<file path="src/rtl/divider_8b_if.sv">
// Operand/result handshake bundle for divider_8b: valid/ready on the input
// side (dividend, divisor) and on the output side (quotient, remainder, div_zero).
interface divider_8b_if #(
  parameter int unsigned WIDTH_N = 8,
  parameter int unsigned WIDTH_D = 4
) ();
  logic               in_valid;
  logic               in_ready;
  logic [WIDTH_N-1:0] dividend;
  logic [WIDTH_D-1:0] divisor;
  logic               out_valid;
  logic               out_ready;
  logic [WIDTH_N-1:0] quotient;
  logic [WIDTH_D-1:0] remainder;
  logic               div_zero;

  modport master (
    output in_valid, dividend, divisor, out_ready,
    input  in_ready, out_valid, quotient, remainder, div_zero
  );

  modport slave (
    input  in_valid, dividend, divisor, out_ready,
    output in_ready, out_valid, quotient, remainder, div_zero
  );
endinterface

</file>
<file path="src/rtl/divider_8b.sv">
// Sequential unsigned restoring divider, one quotient bit per clock.
// Optional DIVIDER_ZERO_DETECT_EN: zero divisor short-circuits to DONE and flags div_zero.
module divider_8b #(
  parameter int unsigned WIDTH_N = 8,
  parameter int unsigned WIDTH_D = 4
) (
  input logic         clk,
  input logic         rst,
  divider_8b_if.slave bus
);
  localparam int unsigned CNT_W = $clog2(WIDTH_N + 1);

  typedef enum logic [1:0] {IDLE, RUN, DONE} state_t;

  state_t             r_state;
  state_t             w_state_nxt;
  logic               r_in_ready;
  logic               r_out_valid;
  logic [WIDTH_N-1:0] r_shift;
  logic [WIDTH_D-1:0] r_rem;
  logic [WIDTH_D-1:0] r_divisor;
  logic [CNT_W-1:0]   r_cnt;

  logic               w_accept;
  logic               w_zero_div;
  logic [WIDTH_D:0]   w_trial;
  logic               w_ge;
  logic [WIDTH_D-1:0] w_rem_nxt;

  assign w_accept = bus.in_valid & r_in_ready;

`ifdef DIVIDER_ZERO_DETECT_EN
  assign w_zero_div = (bus.divisor == '0);
`else
  assign w_zero_div = 1'b0;
`endif

  // One restoring step: bring down the next dividend bit and try the subtract.
  assign w_trial   = {r_rem, r_shift[WIDTH_N-1]};
  assign w_ge      = (w_trial >= {1'b0, r_divisor});
  assign w_rem_nxt = w_ge ? WIDTH_D'(w_trial - {1'b0, r_divisor})
                          : w_trial[WIDTH_D-1:0];

  always_comb begin
    w_state_nxt = r_state;
    case (r_state)
      IDLE:    if (w_accept) w_state_nxt = w_zero_div ? DONE : RUN;
      RUN:     if (r_cnt == CNT_W'(1)) w_state_nxt = DONE;
      DONE:    if (bus.out_ready) w_state_nxt = IDLE;
      default: w_state_nxt = IDLE;
    endcase
  end

  // Handshake flags are registered decodes of the next state.
  always_ff @(posedge clk or posedge rst) begin
    if (rst) begin
      r_state     <= IDLE;
      r_in_ready  <= 1'b1;
      r_out_valid <= 1'b0;
    end else begin
      r_state     <= w_state_nxt;
      r_in_ready  <= (w_state_nxt == IDLE);
      r_out_valid <= (w_state_nxt == DONE);
    end
  end

  // The dividend shift register fills with quotient bits from the LSB end.
  always_ff @(posedge clk or posedge rst) begin
    if (rst) begin
      r_shift   <= '0;
      r_rem     <= '0;
      r_divisor <= '0;
      r_cnt     <= '0;
    end else begin
      case (r_state)
        IDLE: begin
          if (w_accept) begin
            if (w_zero_div) begin
              r_shift <= '1;
              r_rem   <= bus.dividend[WIDTH_D-1:0];
            end else begin
              r_shift <= bus.dividend;
              r_rem   <= '0;
            end
            r_divisor <= bus.divisor;
            r_cnt     <= CNT_W'(WIDTH_N);
          end
        end
        RUN: begin
          r_shift <= {r_shift[WIDTH_N-2:0], w_ge};
          r_rem   <= w_rem_nxt;
          r_cnt   <= r_cnt - CNT_W'(1);
        end
        default: ;
      endcase
    end
  end

`ifdef DIVIDER_ZERO_DETECT_EN
  logic r_div_zero;

  always_ff @(posedge clk or posedge rst) begin
    if (rst)           r_div_zero <= 1'b0;
    else if (w_accept) r_div_zero <= w_zero_div;
  end

  assign bus.div_zero = r_div_zero;
`else
  assign bus.div_zero = 1'b0;
`endif

  assign bus.in_ready  = r_in_ready;
  assign bus.out_valid = r_out_valid;
  assign bus.quotient  = r_shift;
  assign bus.remainder = r_rem;
endmodule

</file>
<file path="src/flat_wrapper.sv">
// flat-port wrapper written by rule: the top's interface ports become plain ports
module divider_8b_flat 
#(
  parameter int unsigned WIDTH_N = 8,
  parameter int unsigned WIDTH_D = 4
)
  (clk, rst, bus_in_valid, bus_dividend, bus_divisor, bus_out_ready, bus_in_ready, bus_out_valid, bus_quotient, bus_remainder, bus_div_zero);
  divider_8b_if #(.WIDTH_N(WIDTH_N), .WIDTH_D(WIDTH_D)) bus_i ();
  input logic clk;
  input logic rst;
  input wire logic [$bits(bus_i.in_valid)-1:0] bus_in_valid;
  input wire logic [$bits(bus_i.dividend)-1:0] bus_dividend;
  input wire logic [$bits(bus_i.divisor)-1:0] bus_divisor;
  input wire logic [$bits(bus_i.out_ready)-1:0] bus_out_ready;
  output wire logic [$bits(bus_i.in_ready)-1:0] bus_in_ready;
  output wire logic [$bits(bus_i.out_valid)-1:0] bus_out_valid;
  output wire logic [$bits(bus_i.quotient)-1:0] bus_quotient;
  output wire logic [$bits(bus_i.remainder)-1:0] bus_remainder;
  output wire logic [$bits(bus_i.div_zero)-1:0] bus_div_zero;
  assign bus_i.in_valid = bus_in_valid;
  assign bus_i.dividend = bus_dividend;
  assign bus_i.divisor = bus_divisor;
  assign bus_i.out_ready = bus_out_ready;
  assign bus_in_ready = bus_i.in_ready;
  assign bus_out_valid = bus_i.out_valid;
  assign bus_quotient = bus_i.quotient;
  assign bus_remainder = bus_i.remainder;
  assign bus_div_zero = bus_i.div_zero;
  divider_8b #(.WIDTH_N(WIDTH_N), .WIDTH_D(WIDTH_D)) u_core (.clk(clk), .rst(rst), .bus(bus_i));
endmodule
</file>
<file path="config.mk">
export PLATFORM = sky130hd
export DESIGN_NAME = divider_8b_flat
export DESIGN_NICKNAME = d
export VERILOG_FILES = /design/src/rtl/divider_8b_if.sv /design/src/rtl/divider_8b.sv /design/src/flat_wrapper.sv
export SDC_FILE = /design/constraint.sdc
export NUM_CORES = 1
export LEC_CHECK = 0
export ABC_CLOCK_PERIOD_IN_PS = 2800
export CORE_MARGIN = 2
export CORE_UTILIZATION = 35
export DETAILED_ROUTE_END_ITERATION = 7
export PLACE_DENSITY = 0.7
export SLEW_MARGIN = 20
export SYNTH_ARGS = -nofsm -noshare
export SYNTH_HDL_FRONTEND = slang
export SYNTH_SLANG_ARGS = --single-unit
export TNS_END_PERCENT = 20
</file>
<file path="constraint.sdc">
create_clock -name clk -period 2.8 [get_ports clk]
set_input_delay 0.84 -clock clk [delete_from_list [all_inputs] [get_ports clk]]
set_output_delay 0.84 -clock clk [all_outputs]
set_load 0.05 [all_outputs]
</file>
# Yosys cells after proc, flatten, opt, wreduce, memory -nomap -nowiden
# Index checks and enable logic that the tools add are counted.
# word_totals
regBits,24
inputBits,16
wordCells,32
# op_classes
add_sub_neg,2
order_cmp,1
eq_ne,5
n_mux,11
bitwise,1
n_reduce_logical,5
# ops
operator,count
one-hot mux 4 bit (2 select lines),2
one-hot mux 8 bit (2 select lines),1
2-to-1 mux 4 bit,3
2-to-1 mux 8 bit,1
2-to-1 mux 2 bit,3
one-hot mux 2 bit (3 select lines),1
greater-or-equal comparator 5 x 4 -> 1 bit,1
equality test 2 bit (second input constant),2
equality test 4 x 1 -> 1 bit (second input constant),1
zero test 2 bit,2
AND reduction 2 bit,2
subtractor 4 x 1 -> 4 bit (second input constant),1
subtractor 4 bit,1
equality test 2 x 1 -> 1 bit (second input constant),1
inequality test 2 x 1 -> 1 bit (second input constant),1
nonzero test 2 bit,1
bitwise AND 1 bit,1

# Longest topological paths before layout
# depth
depth_word,4
mapped_depth,6
mapped_depth_nobuf,6

# Worst setup path before layout
# Ideal clock, no wire load.
# synth_timing
kind,register to register
from,reg u_core.r_rem[1] (netlist: u_core.bus.remainder[1])
to,reg u_core.r_rem[1] (netlist: u_core.bus.remainder[1])
setup_ns,0.092
arrival_ns,1.879
t_required_ns,2.708
path_slack_ns,0.829
path_stages_with_launch,6
cell_sequence,dfrtp_1 -> ha_1 -> or2_1 -> a211o_1 -> and3_1 -> o31ai_2
# synth_via
elab_chain_len,3
# synth_lines
item,line_no,rtl
start: declaration,divider_8b.sv:20,logic [WIDTH_D-1:0] r_rem;
start signal: assignment,divider_8b.sv:80,r_rem <= bus.dividend[WIDTH_D-1:0];
start signal: assignment,divider_8b.sv:91,r_rem <= w_rem_nxt;
greater-or-equal comparator 5 x 4 -> 1 bit,divider_8b.sv:40,"assign w_ge = (w_trial >= {1'b0, r_divisor});"
2-to-1 mux 4 bit,divider_8b.sv:41,"assign w_rem_nxt = w_ge ? WIDTH_D'(w_trial - {1'b0, r_divisor})"
one-hot mux 4 bit (2 select lines),divider_8b.sv:75,case (r_state)
# No other way between the ends.
# A chain may end at the register's enable or synchronous reset.

# Worst setup path in the final report
# layout_timing
from,reg u_core.r_in_ready (netlist: u_core.bus.in_ready)
to,out bus_in_ready
# layout_lines
item,line_no,rtl
start: declaration,divider_8b.sv:17,logic r_in_ready;
start signal: assignment,divider_8b.sv:62,r_in_ready <= (w_state_nxt == IDLE);
end: declaration,flat_wrapper.sv:15,output wire logic [$bits(bus_i.in_ready)-1:0] bus_in_ready;
# No word-level cell between the ends.

==> metrics.txt <==
outcome=complete, no violations; Crit path depth=1; Routed WL=2.67 mm; first-pass GRT wire length=4.59 mm; Max-Cap Viols=0; worst r2r dst=u_core.bus.remainder[2]; fmax=397 MHz; RePlAce Congestion=0.708; maximum vdd ir drop=603 uV; Final min period=2520 ps; Longest Clk Path Bufs=2; total global-route track usage=14.2%; post-cts repair resize count=0; R2R Setup Slk=810 ps; Sequential cell area=602 um^2; Max FO, Critical Path=3; RSZ-0062 raised after global routing=false; Synth cell types=36; Post-Syn Area=1230 um^2; Die X=63.2 um; non-filler cells, final=203; die area=4000 um^2; initial DRC count=35; setup TNS=0 ps; cell breakdown of the critical path=clkdlybuf4s50_1; clock-pin slew of the registers on the worst-case setup and hold paths=130 ps; DRC viols=0; CP max stage delay=800 ps; crit path to=bus_in_ready; CP Data Arrival Time=1680 ps; yosys synthesis warning count=0; Final Slew Violations=0; pwr/cell area=1390 nW/um^2; Req. time, crit path=1960 ps; total gr overflow=0; multi-input gate area in the final layout=566 um^2; vias per inst=5.05; Slew HR=61.5%; Mapped Cells=127; Crit. Startpoint=u_core.bus.in_ready; worst skew pair latency=320 ps; layout net count=181; clock sink total=24; crit path capture type=primary output; Inst Count DP=199; Vias=1025; drt wl/cell=13.1 um; worst hold slack=500 ps; post-CTS setup buffer count=0; I/O pin count=31; Core ar.=3360 um^2; syn_nets=150; initial core utilization=36.5%; Setup Crit Path Kind=flip-flop to primary output; initial antenna violation count=0; first-pass iteration count of the detailed router=6; Final Hold Viols=0; sequential fraction of the synthesis area=49.0%; Setup crit start kind=flip-flop; Critical R2R Launch=u_core.bus.remainder[1]; Reg2Reg Depth=5; Largest delay share family, worst path=buffers and inverters; # fillers=360; number of port buffers=29; CTS tree=built; largest net degree at the start of global routing=25; # diodes=0; Area Overhead vs Synth=31.0%; worst setup margin=283 ps; Critical-path top delay cell=clkdlybuf4s50_1; row cnt=21; clk_skew=1.51 ps; Setup-failing EPs final=0; Final Cycle Share=89.9%; CTS buffer count=3; worst path bufs/invs=1; worst slack, placed=520 ps; synthesized flop and latch total=24; die span in y=63.2 um; Antenna Nets Post-Route=0; vias in the first global route=991; Hold/Removal Path Class=flip-flop to flip-flop; share of layout cells above drive strength 1=7.01%; hpwl dp=1.99 mm; leakage=0.703 nW; Hold-fix buffers, CTS=0; Avg Cell Area, Syn=9.66 um^2; Least-Margin Pin Slew=573 ps; H-tree depth=1; clock root cell=clkbuf_4
==> registers in the layout (all words and copies together) (netlist names) <==
name	cells
u_core.bus.out_valid	1
u_core.bus.quotient	8
u_core.bus.in_ready	1
u_core.r_cnt	4
u_core.r_state	2
u_core.bus.remainder	4
u_core.r_divisor	4
==> synthesized netlist by cell type <==
cell type	count	share of area (%)
inv_1	9	2.8
xor2_1	1	0.71
dfstp_2	1	2.1
o211ai_1	3	1.8
buf_2	2	0.82
a221o_1	1	0.82
a211o_1	1	0.71
and3_1	1	0.51
or2_1	1	0.51
o21ai_0	10	4.1
buf_4	2	1.2
nor4bb_1	1	0.82
nor2_2	1	0.51
nor3b_1	1	0.61
a211oi_1	1	0.61
fa_1	1	1.6
a22oi_1	7	4.3
clkbuf_1	2	0.61
a221oi_1	1	0.71
o311ai_1	1	0.71
a21oi_1	3	1.2
nor2_1	1	0.31
nand2b_1	2	1.0
xnor2_1	1	0.71
conb_1	1	0.31
nor3_1	3	1.2
o21a_1	2	1.2
o31ai_2	1	1.0
nand2_1	22	6.7
nor4_1	2	1.0
nand3_1	7	2.9
nor2b_1	3	1.5
o31ai_1	1	0.61
or4_1	1	0.61
dfrtp_1	23	47
ha_1	6	6.1
==> how the worst min path moves through the flow <==
stage	cells past startpoint	from	slack (ps)	end
2_1_floorplan	1	u_core.r_cnt[3]	450	u_core.r_cnt[3]
3_5_place_dp	2	u_core.r_divisor[0]	470	u_core.r_divisor[0]
3_3_place_gp	2	u_core.r_divisor[0]	470	u_core.r_divisor[0]
6_report	2	u_core.r_divisor[0]	500	u_core.r_divisor[0]
5_1_grt	2	u_core.r_divisor[0]	520	u_core.r_divisor[0]
4_1_cts	1	u_core.r_cnt[3]	500	u_core.r_cnt[3]
==> per-stage QoR <==
step	utilization, %	power [mW]	instance area (um^2)
3_5_place_dp	46.7	2.06	1570
5_1_grt	47.8	2.43	1610
6_report	47.8	2.24	1610
4_1_cts	47.8	2.26	1610
2_1_floorplan	-	1.68	1230
3_3_place_gp	46.7	2.03	1570
==> placed cells by master (no fill, tap or decap), drive strengths merged, types with 2 or more instances in the layout <==
| cell | netlist | final |
|---|---|---|
| clkbuf | 2 | 4 |
| o31ai | 2 | 2 |
| o21ai | 10 | 10 |
| buf | 4 | 3 |
| o211ai | 3 | 3 |
| dfrtp | 23 | 23 |
| nand2b | 2 | 2 |
| nand3 | 7 | 7 |
| nor2b | 3 | 3 |
| inv | 9 | 9 |
| o21a | 2 | 2 |
| nor4 | 2 | 2 |
| nor3 | 3 | 3 |
| a21oi | 3 | 3 |
| clkdlybuf4s50 | 0 | 29 |
| nand2 | 22 | 22 |
| nor2 | 2 | 2 |
| a22oi | 7 | 7 |
| ha | 6 | 6 |
==> report_power, final <==
group	switching, mW	internal, mW	leakage (nW)
Sequential	0.138	0.521	0.295
Combinational	0.852	0.541	0.387
Clock	0.106	0.0795	0.0210
==> area by class of cell <==
type / instances / share of cell area, %
Sequential cell: 24 / 37.4
Timing Repair Buffer: 32 / 19.5
Inverter: 9 / 2.10
Multi-Input combinational cell: 88 / 35.2
Clock buffer: 4 / 2.26
Tap cell: 46 / 3.58
==> routing by layer <==
layer	vias to the layer above	track usage (%)	share of wire (%)
li1	509	-	-
met1	474	19.4	45
met2	38	22.6	47
met3	4	3.21	6.3
met4	0	4.08	1.1
met5	-	0	0
==> cells by family (layout without fill, tap and decap cells) <==
group	Yosys count	count (layout)	synth area share [%]
simple gates	46	46	18.2
compound gates	32	32	17.8
flops	24	24	49.0
buf+inv	15	45	5.40
fa+ha+maj	7	7	7.75
xor+xnor	2	2	1.43
other cells	1	1	0.306
(Power assumes the default switching activity.)
